===== src/rtl/iob_cache_be_arbiter.sv =====
// iob_cache_be_arbiter: round-robin sharing of one native memory port among N_MASTERS masters; define CACHE_ARB_BURST_LOCK_EN to hold the grant across consecutive reads
module iob_cache_be_arbiter #(
  parameter int N_MASTERS = 2,
  parameter int ADDR_W = 32,
  parameter int DATA_W = 32,
  parameter int BURST_W = 3,
  parameter int MASTER_W = $clog2(N_MASTERS)
) (
  input  logic                         clk,
  input  logic                         reset,
  input  logic [N_MASTERS-1:0]         m_valid,
  input  logic [N_MASTERS*ADDR_W-1:0]  m_addr,
  input  logic [N_MASTERS*DATA_W-1:0]  m_wdata,
  input  logic [N_MASTERS*DATA_W/8-1:0] m_wstrb,
  output logic [DATA_W-1:0]            m_rdata,
  output logic [N_MASTERS-1:0]         m_ready,
  output logic                         mem_valid,
  output logic [ADDR_W-1:0]            mem_addr,
  output logic [DATA_W-1:0]            mem_wdata,
  output logic [DATA_W/8-1:0]          mem_wstrb,
  input  logic [DATA_W-1:0]            mem_rdata,
  input  logic                         mem_ready
);
  typedef enum logic {IDLE, BUSY} state_t;
  state_t state, state_n;
  logic [MASTER_W-1:0] grant, grant_n, ptr, ptr_n;
  logic done;
  function automatic logic [MASTER_W-1:0] inc(input logic [MASTER_W-1:0] v);
    return v == MASTER_W'(N_MASTERS - 1) ? '0 : v + 1'b1;
  endfunction
  function automatic logic [MASTER_W-1:0] rr(input logic [N_MASTERS-1:0] v, input logic [MASTER_W-1:0] base);
    logic [MASTER_W-1:0] s;
    s = base;
    for (int k = N_MASTERS - 1; k >= 0; k--)
      if (v[(int'(base) + k) % N_MASTERS]) s = MASTER_W'((int'(base) + k) % N_MASTERS);
    return s;
  endfunction
  assign done = state == BUSY && mem_ready;
  assign mem_valid = state == BUSY;
  assign mem_addr = m_addr[grant*ADDR_W +: ADDR_W];
  assign mem_wdata = m_wdata[grant*DATA_W +: DATA_W];
  assign mem_wstrb = m_wstrb[grant*(DATA_W/8) +: DATA_W/8];
  assign m_ready = done ? N_MASTERS'(1) << grant : '0;
  assign m_rdata = mem_rdata;
`ifdef CACHE_ARB_BURST_LOCK_EN
  logic [BURST_W-1:0] lock_cnt, lock_n;
  logic locked;
  assign locked = lock_cnt != '0;
  always_comb begin
    state_n = state;
    grant_n = grant;
    ptr_n = ptr;
    lock_n = lock_cnt;
    if (state == IDLE) begin
      if (locked && !m_valid[grant]) begin
        lock_n = '0;
        ptr_n = inc(grant);
      end
      if (locked && m_valid[grant]) state_n = BUSY;
      else if (|m_valid) begin
        state_n = BUSY;
        grant_n = rr(m_valid, locked ? inc(grant) : ptr);
      end
    end else if (mem_ready) begin
      state_n = IDLE;
      lock_n = |mem_wstrb ? '0 : locked ? lock_cnt - 1'b1 : '1;
      ptr_n = lock_n == '0 ? inc(grant) : ptr;
    end
  end
  always_ff @(posedge clk) lock_cnt <= !reset ? '0 : lock_n;
`else
  localparam int unused_burst_w = BURST_W;
  always_comb begin
    state_n = state;
    grant_n = grant;
    ptr_n = ptr;
    if (state == IDLE) begin
      if (|m_valid) begin
        state_n = BUSY;
        grant_n = rr(m_valid, ptr);
      end
    end else if (mem_ready) begin
      state_n = IDLE;
      ptr_n = inc(grant);
    end
  end
`endif
  always_ff @(posedge clk)
    if (!reset) begin
      state <= IDLE;
      grant <= '0;
      ptr <= '0;
    end else begin
      state <= state_n;
      grant <= grant_n;
      ptr <= ptr_n;
    end
endmodule


===== config.mk =====
export PLATFORM = sky130hd
export DESIGN_NAME = iob_cache_be_arbiter
export DESIGN_NICKNAME = d
export VERILOG_FILES = /design/src/rtl/iob_cache_be_arbiter.sv
export SDC_FILE = /design/constraint.sdc
export NUM_CORES = 1
export LEC_CHECK = 0
export BUFFER_PORTS_ARGS = -buffer_cell sky130_fd_sc_hd__clkbuf_2
export CORE_AREA = 2 2 106 108
export CTS_CLUSTER_SIZE = 30
export DETAILED_ROUTE_END_ITERATION = 6
export DIE_AREA = 0 0 108 110
export GPL_ROUTABILITY_DRIVEN = 0
export PLACE_DENSITY = 0.5
export SLEW_MARGIN = 20
export SYNTH_ARGS = -nofsm -noshare
export SYNTH_HDL_FRONTEND = slang
export SYNTH_SLANG_ARGS = --single-unit

===== constraint.sdc =====
create_clock -name clk -period 0.85 [get_ports clk]
set_input_delay 0.0425 -clock clk [delete_from_list [all_inputs] [get_ports clk]]
set_output_delay 0.0425 -clock clk [all_outputs]
set_load 0.01 [all_outputs]

==> run_results.csv <==
group,metric,value,unit
grt,grt_pass1_vias,1516,
route,num_vias,1675,
pwr,power.switching,0.000739,W
grt,grt_use_met3,2.12,%
finish,stdcell_area,0.00302,sq mm
sta,max_slew.worst_pin.slew,0.153,ns
place,post_dp_cell_area,0.00244,sq mm
sta,fin_crit,1.35,ns
pwr,vdd_drop_max,0.000266,V
die,initial_utilization,14.4,%
finish,drive_gt1_share,96.5,%
worst_setup_path,worst_path_max_delay_cell,"dfxtp_4",
route,dr.pass1.iters,4,
grt,grt-ovfl-total,0,
die,fp.dieW,108,microns
die,rows,38,
route,routed_wl,6190,microns
worst_setup_path,timing.critical_path.mode_cell,"buf_6",
worst_setup_path,path_class,"flop to output port",
place,port_buffers,211,
sta,fin_tns_setup,-33.84,ns
finish,nFillCells,1145,
die,die-area,0.0119,sq mm
sta,rsz0062_at_grt,"true",
sta,relSlewSlack,89.7,%
yosys,yosysTopAreaCellShare,66.1,%
pwr,seqPwrFrac,6.9,%
run_status,outcome,"complete, but fails checks",
grt,grt_pass1_wl,6960,microns
pwr,power.internal,0.00169,W
place,place_inst,437,
yosys,synth_top_area_cell,"mux2_4",
run_status,violations,"setup timing",
job,drv_cap,0,
yosys,yosys_warnings,0,
worst_setup_path,critPathTopFamily,"buffers and inverters",
yosys,syn-num-nets,295,
place,dpl.hpwl,4810,microns
worst_setup_path,start_kind,"flop",
finish,most-common-layout-cells,"clkbuf_2 (158), mux2_4 (68), buf_6 (57), clkbuf_16 (4), clkbuf_8 (3)",
worst_setup_path,worstPathArrival,1.31,ns
yosys,netlist_area,0.00154,sq mm
sta,post-route-period-util,159,%
clock_network,cts_tree,"yes",
grt,grt_max_degree,32,
grt,use_met1,7.12,%
sta,worst_clock_skew,0.00246,ns
grt,track_usage,7.51,%
route,drc,0,
sta,slew_viol_final,0,
pwr,finalPower,0.00243,W
yosys,ys_top_cells_by_area,"mux2_4 (66%), buf_4 (16%), buf_12 (9.1%)",
pwr,power_density,802,mW/mm^2
finish,diodes,0,
die,design.core.area,0.0107,sq mm
sta,fin_ws,-0.501,ns
sta,max_freq,740,MHz
route,vias_per_cell,3.71,
grt,grt_busiest_layer,"met2",
finish,layout_commonest_cell,"clkbuf_2",
clock_network,clk_latency,0.21,ns
worst_setup_path,critPathMaxStageDelay,0.37,ns
worst_setup_path,cp.required,0.81,ns
worst_setup_path,critPathMaxFanout,8,
yosys,netlist_instances,122,
yosys,syn_area_per_cell,12.7,sq um
finish,fin_util,28.3,%
route,ant_nets,0,
route,wl_per_cell,13.7,microns
worst_setup_path,crit_buf_inv,3,
sta,hold_viol,0,
yosys,synth-seq-cells,3,
worst_hold_path,min_path_type,"input port to flop",
pwr,leakage,1.67,nW
yosys,ys_types,15,
finish,stdcell_count,452,
worst_setup_path,ff2ff_setup_slack,-0.28,ns
pwr,clkPwrFrac,16.9,%
sta,setup_viol,72,
finish,nets,486,
clock_network,cts_inserted_buffers,3,
worst_setup_path,crit_chain,"buf_6 > clkbuf_16 > mux2_4 > buf_6",
yosys,ys_seq_area_share,3.89,%
worst_setup_path,crit_path_end_kind,"output port",
clock_network,cts_root_buf,"clkbuf_8",
pwr,combinationalPowerShare,76.3,%
clock_network,cts_htree_levels,1,
clock_network,path_clk_slew,0.03,ns
clock_network,cts_sinks,3,
clock_network,clk_path_buf_depth,2,
finish,area_delta_synth_final,95.9,%
grt,antenna_found_initial,0,
route,drt-initial-drc-count,30,
pwr,switching_share,30.4,%
die,die_height,110,microns
grt,met2_usage,14.7,%
die,io-pin-count,276,
stage by stage:
| stage | hold slack, ns | worst slack (ns) |
|---|---|---|
| 2_1_floorplan | 0.171 | -0.107 |
| 3_3_place_gp | 0.0851 | -0.273 |
| 3_5_place_dp | 0.0851 | -0.295 |
| 4_1_cts | 0.0826 | -0.521 |
| 5_1_grt | 0.0813 | -0.544 |
| 6_report | 0.0791 | -0.501 |
layer usage:
layer	vias up	routed length, microns
li1	783	-
met1	740	2060
met2	138	3270
met3	14	736
met4	0	125
met5	-	0
kinds of logic after synthesis:
family / count (synthesis) / synth area share [%]
simple gates: 4 / 1.62
flops: 3 / 3.89
buf+inv: 42 / 25.9
compound gates: 5 / 2.51
mux: 68 / 66.1
area by class of cell:
type | count | area [sq um] | area share, %
clock buffer | 4 | 45.0 | 1.49
inverter | 2 | 7.51 | 0.248
multi-input combinational | 77 | 1090 | 35.9
sequential | 3 | 65.1 | 2.15
tap | 140 | 175 | 5.79
timing repair buffer | 226 | 1650 | 54.4
flip-flops by register name, indices dropped and copies added (netlist names):
register / count
mem_valid: 1
ptr: 1
grant: 1
worst reg2reg max path, delay by kind of cell (launching register included):
family                 cells  cell delay, ns
AND/OR/NAND/NOR            2            0.28
flip-flops                 1            0.37
buffers and inverters      2            0.28
AO/OA/AOI/OAI              1            0.10
path summary, 6_finish.rpt:
check / from / end / cells after the start
setup / recovery: grant$_SDFFE_PN0P_ / mem_addr[5] / 4
hold / removal: reset / mem_valid$_SDFF_PN0_ / 2
setup reg to reg: grant$_SDFFE_PN0P_ / ptr$_SDFFE_PN0N_ / 5
hold reg to reg: ptr$_SDFFE_PN0N_ / ptr$_SDFFE_PN0N_ / 2
cells in the mapped netlist:
cell type	n
mux2_4	68
and3_1	1
nand2_1	1
a21boi_1	1
nor2b_1	1
o21ai_1	1
and3b_1	1
dfxtp_1	3
o311a_1	1
o211ai_1	1
a21oi_2	1
buf_6	1
buf_12	7
buf_4	32
inv_1	2
power by group through the flow:
stage / combinational (W) / clock, W / sequential, W
after CTS: 0.00146 / 0.000420 / 0.000168
after detailed placement: 0.00144 / 0 / 0.000168
after global routing: 0.00198 / 0.000447 / 0.000169
after floorplan: 0.00102 / 0 / 0.000166
final: 0.00185 / 0.000409 / 0.000167
after global placement: 0.00142 / 0 / 0.000167
timing repair:
item / CTS / global route
gates resized for setup: 3 / 124
endpoints found under the setup margin: 72 / 74
gates cloned: 0 / 6
hold buffers: 0 / 0
buffers inserted: 1 / 5
pin swaps: 0 / 0
(Power assumes the default switching activity.)
